===== src/rtl/reverse_sched.sv =====
// Two-channel round-robin front end sharing one bit-serial word reverser.
// A granted word shifts out LSB-first into the result register over WIDTH cycles.
module reverse_sched #(
    parameter int WIDTH = 8
) (
    input  logic             clk,
    input  logic             rst_n,
    input  logic [1:0]       req_valid,
    input  logic [WIDTH-1:0] req_data0,
    input  logic [WIDTH-1:0] req_data1,
    output logic [1:0]       req_ready,
    output logic             resp_valid,
    output logic [WIDTH-1:0] resp_data,
    output logic             resp_id,
    input  logic             resp_ready,
    output logic             busy
);

    localparam int CW = ($clog2(WIDTH) < 1) ? 1 : $clog2(WIDTH);

    typedef enum logic [1:0] {
        IDLE  = 2'd0,
        SHIFT = 2'd1,
        DONE  = 2'd2
    } state_t;

    state_t           state;
    state_t           state_nx;
    logic             last;
    logic             id;
    logic [WIDTH-1:0] in_sr;
    logic [WIDTH-1:0] out_sr;
    logic [CW-1:0]    cnt;
    logic             winner;
    logic             take;
    logic             cnt_end;

    assign cnt_end = (cnt == CW'(WIDTH - 1));

    // Under contention the channel not served last goes first.
    always_comb begin
        winner = req_valid[1];
        if (req_valid == 2'b11) begin
            winner = ~last;
        end
    end

    always_comb begin
        req_ready = 2'b00;
        if (state == IDLE && rst_n && (req_valid != 2'b00)) begin
            req_ready[winner] = 1'b1;
        end
    end

    assign take = |req_ready;

    always_comb begin
        state_nx = state;
        unique case (state)
            IDLE:    if (take) state_nx = SHIFT;
            SHIFT:   if (cnt_end) state_nx = DONE;
            DONE:    if (resp_ready) state_nx = IDLE;
            default: state_nx = IDLE;
        endcase
    end

    always_ff @(posedge clk) begin
        if (!rst_n) begin
            state <= IDLE;
        end else begin
            state <= state_nx;
        end
    end

    always_ff @(posedge clk) begin
        if (!rst_n) begin
            last   <= 1'b1;
            id     <= 1'b0;
            in_sr  <= '0;
            out_sr <= '0;
            cnt    <= '0;
        end else begin
            unique case (state)
                IDLE: begin
                    if (take) begin
                        in_sr  <= winner ? req_data1 : req_data0;
                        out_sr <= '0;
                        cnt    <= '0;
                        id     <= winner;
                    end
                end
                SHIFT: begin
                    out_sr <= {out_sr[WIDTH-2:0], in_sr[0]};
                    in_sr  <= in_sr >> 1;
                    cnt    <= cnt + 1'b1;
                end
                DONE: begin
                    if (resp_ready) begin
                        last <= id;
                    end
                end
                default: begin
                end
            endcase
        end
    end

    assign resp_valid = (state == DONE);
    assign resp_data  = out_sr;
    assign resp_id    = id;
    assign busy       = (state != IDLE);

endmodule

===== config.mk =====
export PLATFORM = sky130hd
export DESIGN_NAME = reverse_sched
export DESIGN_NICKNAME = d
export VERILOG_FILES = /design/src/rtl/reverse_sched.sv
export SDC_FILE = /design/constraint.sdc
export NUM_CORES = 1
export LEC_CHECK = 0
export CAP_MARGIN = 20
export CORE_MARGIN = 2
export CORE_UTILIZATION = 50
export DETAILED_ROUTE_END_ITERATION = 6
export DONT_BUFFER_PORTS = 1
export GPL_ROUTABILITY_DRIVEN = 1
export MAX_ROUTING_LAYER = met4
export PLACE_DENSITY = 0.79
export RECOVER_POWER = 100
export SYNTH_ARGS = -nofsm -noshare
export SYNTH_HDL_FRONTEND = slang
export SYNTH_SLANG_ARGS = --single-unit

===== constraint.sdc =====
create_clock -name clk -period 1.4 [get_ports clk]
set_clock_uncertainty 0.05 [all_clocks]
set_input_delay 0.35 -clock clk [delete_from_list [all_inputs] [get_ports clk]]
set_output_delay 0.35 -clock clk [all_outputs]
set_load 0.01 [all_outputs]

==> run_results.csv <==
group,metric,value,unit
die,initial_utilization,0.523,
final_layout,antennaDiodeCount,0,
power,power_density,972,nW/um^2
clock_network,cts-buffers-inserted,3,
routing,vias,817,
clock_network,cts_buffer_depth,2,
sta,finalHoldViolCount,0,
clock_network,clk_pin_slew,0.12,ns
routing,dr.pass1.iters,4,
final_layout,finalNetCount,144,
synth,synthTopCellsByArea,"dfxtp_1, nor2b_1, a22oi_1",
power,p_clk_frac,0.266,
power,power,1.13,mW
min_path,hold_class,"input port to flip-flop",
sta,fmax,645,MHz
global_routing,grt_pass1_wl,3.24,mm
synth,syn_avg_cell_area,8.90,um^2
critical_path,arrival,1.15,ns
final_layout,drive_gt1_frac,0.208,
synth,synthArstFlopShare,0,
die,io_pins,34,
synth,synth_ff_type,"dfxtp_1",
die,core,1940,um^2
power,p_comb_frac,0.120,
synth,synth_edf_count,0,
synth,synthDistinctLibCells,25,
clock_network,htreeDepth,1,
place,place_ws,-0.0130,ns
routing,drt_iter0_markers,11,
power,switchingPower,0.279,mW
synth,netlist_instances,114,
critical_path,crit_fanout,3,
global_routing,grt_max_degree,21,
critical_path,r2r_setup_slack,-0.03,ns
place,detailed_place_hpwl,1.37,mm
die,dieArea,2410,um^2
sta,setup_ws,-0.149,ns
final_layout,fin_cells,147,
routing,post_drt_wl_per_cell,14.0,um
sta,finalSetupViolations,9,
synth,synth_top_area_cell,"dfxtp_1",
sta,finalMaxSlewViolations,0,
power,switching_share,0.246,
sta,tns,-0.454,ns
synth,ys_seq_elements,23,
clock_network,cts.sinks,23,
clock_network,cts_tree,"done",
critical_path,cp-end-kind,"output pin",
place,port_buffers,0,
synth,ys_seq_area_frac,0.454,
place,place_inst,138,
synth,netlist_area,1010,um^2
power,sequentialPowerShare,0.614,
synth,synth.top_cells.by_count,"dfxtp_1, nand2_1, nor2b_1",
final_layout,finish.utilization,0.600,
global_routing,grt.overflow.total,0,
critical_path,critPathRequiredTime,1.00,ns
run_status,status,"finished with violations",
die,rows,16,
synth,synth_nets,137,
synth,netlist.area_leader.share,0.454,
critical_path,worstSetupPathType,"flip-flop to output pin",
clock_network,clk-insertion-delay-late,0.31,ns
routing,routed_wl,2.06,mm
clock_network,ctsHoldBuffers,0,
sta,period_share,1.11,
sta,min_period,1.55,ns
global_routing,antenna_found_initial,0,
clock_network,root_buffer,"clkbuf_4",
synth,post-synth-top-count-cell,"dfxtp_1",
routing,drtAntennaViolNets,0,
sta,worst_pin_slew,0.410,ns
power,leakage,0.458,nW
global_routing,grtUsageTotal,0.183,
run_status,violations,"setup timing",
global_routing,grt_pass1_vias,748,
power,ir_drop,0.577,mV
sta,slew_headroom,0.725,
critical_path,critPathLaunchType,"flip-flop",
routing,drt_drc_violations_left,0,
job,cap_violations,0,
final_layout,syn_to_final_growth,14.8,%
routing,viasPerCell,5.56,
final_layout,fill_cells,175,
place,gp_congestion,0.749,
sta,rsz0062_at_grt,"yes",
die,die_h,49.1,um
die,die_x,49.1,um
synth,yosysWarnings,0,
power,p_int,0.854,mW
layout make-up:
cell class                      instances  area (um^2)  area share
Tap cell                               27         33.8      0.0290
Clock buffer                            3         22.5      0.0193
Sequential cell                        23          468       0.402
Inverter                                2         7.51     0.00644
Multi-Input combinational cell         81          538       0.462
Timing Repair Buffer                   10         90.1      0.0773
Clock inverter                          1         5.00     0.00430
per-stage QoR:
stage	hold WS [ns]	area, um^2
6_report	0.0544	1160
5_1_grt	0.0486	1160
4_1_cts	0.0389	1130
3_5_place_dp	0.378	1050
3_3_place_gp	0.375	1050
2_1_floorplan	0.383	1020
kinds of logic (layout without fill, tap and decap cells):
kind of cell             count (synthesis)  count (layout)  synth area share
AO/OA/AOI/OAI                           30              30             0.223
adder cells (fa/ha/maj)                  2               2            0.0247
buffers and inverters                   10              16            0.0469
flip-flops                              23              23             0.454
multiplexers                             2               2            0.0197
AND/OR/NAND/NOR                         47              47             0.232
placed cells by master (no fill, tap or decap), drive strengths merged:
cell and instances:
a21boi 1, nor2b 16, nor3 1, and2 2, nand2 19, a221o 6
nor2 5, or2 1, ha 2, o211ai 1, o2bb2ai 1, inv 2
dfxtp 23, nor4b 1, a32o 1, buf 10, a21oi 8, nand3 2
clkinv 1, mux2i 2, clkbuf 3, a22oi 11, a21bo 1
flip-flops by register name (all words and copies together) (netlist names):
register,count
resp_data,8
resp_id,1
last,1
state,2
cnt,3
in_sr,8
power by group through the flow:
stage / logic, mW / registers, mW / clock network [mW]
2_1_floorplan: 0.0965 / 0.709 / 0
3_3_place_gp: 0.110 / 0.713 / 0
3_5_place_dp: 0.113 / 0.714 / 0
4_1_cts: 0.125 / 0.695 / 0.318
5_1_grt: 0.152 / 0.698 / 0.341
6_report: 0.136 / 0.695 / 0.301
worst paths after layout:
path | cells after the start | end | from
worst max-delay path | 3 | req_ready[0] | state[0]
worst min-delay path | 1 | last | rst_n
worst max register to register | 5 | in_sr[3] | state[0]
worst min register to register | 1 | in_sr[7] | in_sr[7]
critical path, cell delays in order, from the launching register on:
cell,delay [ns]
dfxtp_4,0.37
nor2_4,0.11
o211ai_1,0.18
nor2_2,0.18
repair_timing:
item | 4_1_cts | 5_1_grt
pin swaps | 4 | 2
gates resized for setup | 9 | 9
cloned | 0 | 1
buffers inserted | 3 | 2
setup endpoints to repair | 4 | 18
layer usage:
metal,global-route usage,part of all wire,vias to the layer above
li1,-,-,410
met5,-,0,-
met4,0.110,0.014,0
met1,0.189,0.47,378
met3,0.0552,0.055,4
met2,0.306,0.47,25
Power figures use the tool's default switching activity.
